--- config.mk ---
export PLATFORM = sky130hd
export DESIGN_NAME = mem_block_mover
export DESIGN_NICKNAME = d
export VERILOG_FILES = /design/src/rtl/mem_block_mover_pkg.sv /design/src/rtl/mem_block_addr_gen.sv /design/src/rtl/mem_block_mover.sv
export SDC_FILE = /design/constraint.sdc
export NUM_CORES = 1
export LEC_CHECK = 0
export CORE_MARGIN = 5
export CORE_UTILIZATION = 50
export DETAILED_ROUTE_END_ITERATION = 7
export GPL_TIMING_DRIVEN = 0
export PLACE_DENSITY_LB_ADDON = 0.25
export SKIP_CTS_REPAIR_TIMING = 1
export SYNTH_ARGS = -nofsm -noshare
export SYNTH_HDL_FRONTEND = slang
export SYNTH_SLANG_ARGS = --single-unit
--- constraint.sdc ---
create_clock -name clock -period 4.7 [get_ports clock]
set_clock_uncertainty 0.05 [all_clocks]
set_input_delay 0.47 -clock clock [delete_from_list [all_inputs] [get_ports clock]]
set_output_delay 0.47 -clock clock [all_outputs]
set_load 0.01 [all_outputs]
--- src/rtl/mem_block_mover_pkg.sv ---
// Shared definitions for the block mover: FSM state encoding and command modes.
// Imported by the top-level engine.
package mem_defs;

   typedef enum logic [2:0] {
      ST_IDLE,
      ST_READ,
      ST_WRITE,
      ST_FILLW,
      ST_FIN
   } state_t;

   localparam logic MODE_COPY = 1'b0;
   localparam logic MODE_FILL = 1'b1;

endpackage

--- src/rtl/mem_block_addr_gen.sv ---
// Word offset counter for the block mover.
// Loads start offset, steps up or down, flags the last word of the command.
module mem_block_addr_gen #(
   parameter int K = 11
) (
   input  logic         clock,
   input  logic         reset,
   input  logic         load,
   input  logic         down,
   input  logic [K:0]   len,
   input  logic         step,
   output logic [K-1:0] off,
   output logic         last
);

   logic [K:0] cnt;
   logic [K:0] len_q;
   logic       down_q;

   always_ff @(posedge clock) begin
      if (reset) begin
         cnt    <= '0;
         len_q  <= '0;
         down_q <= 1'b0;
      end else if (load) begin
         cnt    <= down ? len - 1'b1 : '0;
         len_q  <= len;
         down_q <= down;
      end else if (step) begin
         cnt <= down_q ? cnt - 1'b1 : cnt + 1'b1;
      end
   end

   // Descending runs end at offset 0, ascending runs at len-1.
   always_comb begin
      last = down_q ? (cnt == '0) : (cnt == len_q - 1'b1);
      off  = cnt[K-1:0];
   end

endmodule

--- src/rtl/mem_block_mover.sv ---
// Command-driven copy/fill engine mastering a single-port memory.
// One word per cycle for FILL, read+write pair per word for COPY.
module mem_block_mover
   import mem_defs::*;
#(
   parameter int M = 8,
   parameter int K = 11
) (
   input  logic         clock,
   input  logic         reset,
   input  logic         start,
   input  logic         mode,
   input  logic [K-1:0] src,
   input  logic [K-1:0] dst,
   input  logic [K:0]   len,
   input  logic [M-1:0] fill_value,
   output logic         busy,
   output logic         done,
   output logic         err,
   output logic [K-1:0] mem_a,
   output logic [M-1:0] mem_wd,
   output logic         mem_we,
   input  logic [M-1:0] mem_rd
);

   localparam logic [K:0] CAP = {1'b1, {K{1'b0}}};

   state_t       state;
   state_t       state_nxt;
   logic         mode_q;
   logic [K-1:0] src_q;
   logic [K-1:0] dst_q;
   logic [M-1:0] fill_q;
   logic [M-1:0] data_q;
   logic         err_q;

   logic [K:0]   src_end;
   logic [K:0]   dst_end;
   logic         len_zero;
   logic         range_bad;
   logic         desc;
   logic         accept;
   logic [K-1:0] off;
   logic         last;
   logic         step;

   // Sums fit in K+1 bits: max (2^K-1) + 2^K.
   always_comb begin
      src_end   = {1'b0, src} + len;
      dst_end   = {1'b0, dst} + len;
      len_zero  = (len == '0);
      range_bad = ((mode == MODE_COPY) && (src_end > CAP))
                  || (dst_end > CAP);
      desc      = (mode == MODE_COPY) && (dst > src);
      accept    = (state == ST_IDLE) && start;
      step      = (state == ST_WRITE) || (state == ST_FILLW);
   end

   mem_block_addr_gen #(
      .K (K)
   ) u_addr (
      .clock (clock),
      .reset (reset),
      .load  (accept),
      .down  (desc),
      .len   (len),
      .step  (step),
      .off   (off),
      .last  (last)
   );

   always_ff @(posedge clock) begin
      if (reset) begin
         state <= ST_IDLE;
      end else begin
         state <= state_nxt;
      end
   end

   always_ff @(posedge clock) begin
      if (reset) begin
         mode_q <= MODE_COPY;
         src_q  <= '0;
         dst_q  <= '0;
         fill_q <= '0;
         data_q <= '0;
         err_q  <= 1'b0;
      end else begin
         if (accept) begin
            mode_q <= mode;
            src_q  <= src;
            dst_q  <= dst;
            fill_q <= fill_value;
            err_q  <= !len_zero && range_bad;
         end
         if (state == ST_READ) begin
            data_q <= mem_rd;
         end
      end
   end

   always_comb begin
      state_nxt = state;
      unique case (state)
         ST_IDLE: begin
            if (start) begin
               if (len_zero || range_bad) begin
                  state_nxt = ST_FIN;
               end else if (mode == MODE_FILL) begin
                  state_nxt = ST_FILLW;
               end else begin
                  state_nxt = ST_READ;
               end
            end
         end
         ST_READ:  state_nxt = ST_WRITE;
         ST_WRITE: state_nxt = last ? ST_FIN : ST_READ;
         ST_FILLW: state_nxt = last ? ST_FIN : ST_FILLW;
         ST_FIN:   state_nxt = ST_IDLE;
         default:  state_nxt = ST_IDLE;
      endcase
   end

   // Outputs decode registered state only; start never reaches mem_we.
   always_comb begin
      busy   = 1'b0;
      done   = 1'b0;
      err    = 1'b0;
      mem_a  = '0;
      mem_wd = '0;
      mem_we = 1'b0;
      unique case (state)
         ST_READ: begin
            busy  = 1'b1;
            mem_a = src_q + off;
         end
         ST_WRITE: begin
            busy   = 1'b1;
            mem_a  = dst_q + off;
            mem_wd = data_q;
            mem_we = 1'b1;
         end
         ST_FILLW: begin
            busy   = 1'b1;
            mem_a  = dst_q + off;
            mem_wd = fill_q;
            mem_we = 1'b1;
         end
         ST_FIN: begin
            done = 1'b1;
            err  = err_q;
         end
         default: ;
      endcase
   end

   logic unused;
   assign unused = mode_q;

endmodule

* Yosys cells after proc, flatten, opt, wreduce, memory -nomap -nowiden
Index checks and enable logic that the tools add are counted. Widths: inputs -> output; s select.
Operators by class: multiplexer cells 17, order comparisons 3, add/subtract/negate cells 8, reduce and logical (&&, ||, !) cells 14, bitwise operators 1, eq/ne operators 6
Operator list (count):
- $mux 12 | 4
- $sub 12x1->12 const B | 3
- $add 11x12->12 | 2
- $gt 12x12->1 const B | 2
- $logic_not 12->1 | 2
- $add 11x11->11 | 2
- $pmux 11 s2 | 1
- $pmux 8 s2 | 1
- $add 12x1->12 const B | 1
- $eq 12x12->1 | 1
- $mux 3 | 4
- $pmux 3 s4 | 1
- $gt 11x11->1 | 1
- $eq 3x2->1 const B | 2
- $mux 1 | 5
- $logic_and 1x1->1 | 4
- $eq 3x1->1 const B | 1
- $eq 3x3->1 const B | 1
- $logic_not 3->1 | 1
- $logic_or 1x1->1 | 3
- $reduce_or 3->1 | 1
- $mux 2 | 1
- $ne 2x2->1 const B | 1
- $reduce_bool 2->1 | 1
- other kinds (3) | 3
Storage, ports and cells: register bits 67, input port bits 54, word-level logic and storage cells 58

* Longest topological paths before layout
depth in word-level cells 8, gate-level depth with buffers 18, depth with buffers taken out 15

* Hierarchy
A second synthesis with hierarchy kept.
Second synthesis, totals: cells, all modules 746, area, all modules 5690.5 um2
Modules (own cells, without submodules):
- mem_block_mover | instances 1, cells an instance 481, sequential area each 840.8 um2, area an instance 3585.9 um2
- mem_block_addr_gen | instances 1, cells an instance 265, sequential area each 500.5 um2, area an instance 2104.5 um2

* Worst setup path after synthesis
OpenSTA, ideal clock, no wires.
path kind flip-flop to output port, start point register state[2], end point output mem_a[10], cell stages (with the launch flop) 19, path slack 1.013 ns, arrival time 3.167 ns, path through dfxtp_1 > nand2b_1 > clkbuf_1 > inv_1 > clkbuf_1 > buf_1 > nand2_1 > nand2_1 > ha_1 > inv_1 > fa_1 > nor2b_1 > o21ai_0 > a21boi_0 > o21ai_0 > a21oi_1 > a31oi_1 > xnor2_1 > nor2_1
On the way: longest elaborated chain between the ends 3, elaborated cells between the ends (all ways) 5
RTL lines:
- start, declared | RTL line mem_block_mover.sv:28 | state_t state;
- start signal, assigned | RTL line mem_block_mover.sv:76 | state <= state_nxt;
- $eq 3x2->1 | RTL line mem_block_mover.sv:132 | unique case (state)
- $reduce_or 2->1 (no line)
- $pmux 11 s2 * | RTL line mem_block_mover.sv:132
- end, declared | RTL line mem_block_mover.sv:20 | output logic [K-1:0] mem_a,
Every way passes the cells marked *; elsewhere a longest branch is shown, timed or not.

* Worst setup path in the final report
Same ends and word-level chain as after synthesis.

==> metrics.md <==
| Metric | Value |
|---|---|
| First-pass GRT wire length | `28000 um` |
| Final hold vios | `0` |
| Row Count | `38` |
| Final Max Slew Viols | `0` |
| Root Buffer | `clkbuf_8` |
| Crit path capture type | `output pin` |
| CP max-delay cell | `clkdlybuf4s50_1` |
| Via count | `5705` |
| CTS max path bufs | `2` |
| Vias in the first global route | `5809` |
| Routability Congestion | `0.891` |
| Die width | `115 um` |
| Cell area after placement | `6430 sq um` |
| Post-synth top area share | `24.4%` |
| Register clock-pin slew on the reported worst setup and hold paths | `70 ps` |
| Average size of a mapped cell | `7.29 sq um` |
| Crit path launch type | `flip-flop` |
| Cells after DPL | `969` |
| Syn-to-layout area delta | `21.2%` |
| Fraction of registers with async set/reset | `0%` |
| Critical path's largest stage delay | `540 ps` |
| Seq/Total Area, Yosys | `24.4%` |
| Io pins | `77` |
| Initial core utilization | `51.0%` |
| P per Cell Area | `298 nW/um^2` |
| Die H | `115 um` |
| Yosys cell types | `56` |
| Relative slew slack | `52.9%` |
| Cell taking the most area after synthesis | `dfxtp_1` |
| Synth Register Bits | `67` |
| Dominant cells by area after synthesis | `dfxtp_1, ha_1, nand2_1` |
| GRT met3 Usage | `4.16%` |
| Nets | `953` |
| Share of cells above drive strength 1 | `4.15%` |
| Hold Slack | `408 ps` |
| Mapped Cells | `754` |
| Critical path arrival | `3910 ps` |
| Vias per cell | `5.80` |
| Core ar. | `10800 sq um` |
| Final setup vio count | `0` |
| Outcome | `finished clean` |
| Peak supply drop | `0.156 mV` |
| CTS tree | `done` |
| Largest net degree at the start of global routing | `14` |
| Crit Path Class | `flip-flop to output pin` |
| Critical Path RT | `4180 ps` |
| GR Util met2 | `47.3%` |
| Final Power | `1.99 mW` |
| Worst hold path class | `flip-flop to flip-flop` |
| Clk sink count | `67` |
| IO Port Bufs | `75` |
| Initial antenna violation count | `0` |
| GRT overflow | `0` |
| TritonRoute pass-1 iters | `5` |
| CTS buffer count | `9` |
| Synth Net Count | `867` |
| Met1 usage | `31.7%` |
| Antenna Nets Post-Route | `0` |
| Synth Warn # | `0` |
| Final HPWL DP | `13700 um` |
| Total length of routed wires | `17200 um` |
| Post-Syn Area | `5500 sq um` |
| Max_cap viols | `0` |
| WL per Instance | `17.4 um` |
| DR iter-0 viols | `417` |
| Layer with the highest usage | `met2` |
| N_diodes | `0` |
| RSZ-0062 raised after global routing | `false` |
| H-tree depth | `3` |
| Slew @ Worst Pin | `699 ps` |
| Fin area | `6670 sq um` |
| Cell Chain, Critical Path | `nand2b_4 -> clkbuf_4 -> clkbuf_4 -> nand2_1 -> nand2_1 -> ha_1 -> inv_1 -> fa_1 -> nor2b_1 -> o21ai_0 -> a21boi_1 -> o21ai_1 -> a21oi_2 -> a31oi_1 -> xnor2_1 -> nor2_1 -> clkdlybuf4s50_1` |
| Worst-skew pair later-pin latency | `350 ps` |
| Layout Cells excl Fill | `984` |
| Final routed DRC violation total | `0` |
| Leak | `2.76 nW` |
| All-Layer GR Usage | `26.7%` |
| Area of the die | `13200 sq um` |
| Post-synth EDFFs | `0` |
| Minimum clock period | `4430 ps` |
| Crit share post-route | `94.3%` |
| Crit-path max FO | `10` |
| Maximum clock frequency | `226 MHz` |
| Ys flop type | `dfxtp_1` |
==> critical path: cells and delay by family, from the launching register on <==
kind | cells | cell delay, ps
xor+xnor | 1 | 160
simple gates | 5 | 660
buf+inv | 4 | 1040
fa+ha+maj | 2 | 550
compound gates | 5 | 760
flops | 1 | 390
==> Yosys cell counts, types with 8 or more instances <==
master,n
nor3_1,26
nand4_1,10
xnor2_1,30
inv_1,36
nor2_1,76
mux2i_1,21
nor4_1,9
ha_1,55
clkbuf_1,26
xor2_1,20
dfxtp_1,67
a21o_1,9
nand3_1,10
a21oi_1,85
nand2_1,138
nand2b_1,8
o21ai_0,29
==> cells in the final DEF, fill, tap and decap left out, types with 3 or more instances in the layout <==
cell type / n
o22ai_1: 4
clkdlybuf4s50_1: 75
nand3b_1: 3
a211oi_1: 5
nand4_1: 10
ha_1: 55
o41ai_1: 4
o21ai_0: 28
nand3_1: 10
clkbuf_1: 24
nor3_1: 26
xnor2_1: 30
a21o_1: 9
inv_1: 35
a21oi_1: 84
mux2i_1: 21
o31ai_1: 5
nor4_1: 9
fa_1: 4
nor2b_1: 5
clkbuf_8: 9
o311ai_0: 3
xor2_1: 20
nand2_1: 138
dfxtp_1: 65
o21a_1: 6
or4_1: 4
nand2b_1: 7
nor3b_1: 3
or2_2: 5
or3_1: 3
a31oi_1: 6
nor2_1: 76
and2_1: 3
==> through the flow <==
step                setup TNS (ps)  setup WS (ps)  utilization, %
floorplan                        0           1010               -
global placement              -155           -155            59.5
detailed placement            -229           -210            59.5
CTS                          -1490           -590            61.5
global route                     0           10.0            61.8
finish                           0            269            61.8
==> path summary, 6_finish.rpt <==
check,cells after the start,slack [ps],end,start
max,17,270,mem_a[10],state[2]$_SDFFE_PP0P_
max reg2reg,9,1620,u_addr.cnt[11]$_SDFFE_PP0P_,u_addr.down_q$_SDFFE_PP0P_
min reg2reg,2,410,src_q[6]$_SDFFE_PP0P_,src_q[6]$_SDFFE_PP0P_
min,2,410,src_q[6]$_SDFFE_PP0P_,src_q[6]$_SDFFE_PP0P_
==> flip-flops by register name (all words and copies together), names as in the netlist <==
register	count
state	3
u_addr.cnt	12
u_addr.len_q	12
dst_q	11
fill_q	8
src_q	11
u_addr.down_q	1
data_q	8
err_q	1
==> logic make-up (layout without fill, tap and decap cells) <==
| family | after synthesis | after routing | synth area share (%) |
|---|---|---|---|
| DFF | 67 | 67 | 24.4 |
| AOI/OAI and AO/OA | 180 | 180 | 19.9 |
| adders and majority gates | 59 | 59 | 14.0 |
| xor gates and xnor gates | 50 | 50 | 7.96 |
| and+or+nand+nor | 309 | 309 | 25.2 |
| buffers and inverters | 67 | 157 | 4.59 |
| muxes | 22 | 22 | 4.03 |
==> power by group <==
| group | total [mW] | switching, mW | internal [mW] | leakage (nW) |
|---|---|---|---|---|
| combinational | 0.774 | 0.434 | 0.340 | 2.10 |
| sequential | 0.698 | 0.0709 | 0.627 | 0.550 |
| clock | 0.515 | 0.220 | 0.295 | 0.106 |
| total | 1.99 | 0.725 | 1.26 | 2.76 |
==> metal layers <==
| layer | share of wire, % | routed length (um) |
|---|---|---|
| met1 | 42 | 7240 |
| met2 | 49 | 8390 |
| met3 | 5.0 | 859 |
| met4 | 3.9 | 678 |
| met5 | 0 | 0 |
==> final cells by class <==
| class | instances | area, sq um |
|---|---|---|
| plain buffers | 29 | 119 |
| clock buffers | 10 | 128 |
| clock inverters | 5 | 78.8 |
| fillers | 992 | 4130 |
| inverters | 36 | 139 |
| multi-input cells | 620 | 3920 |
| flip-flops and latches | 67 | 1340 |
| well taps | 140 | 175 |
| repair buffers | 77 | 766 |
(Power assumes the default switching activity.)
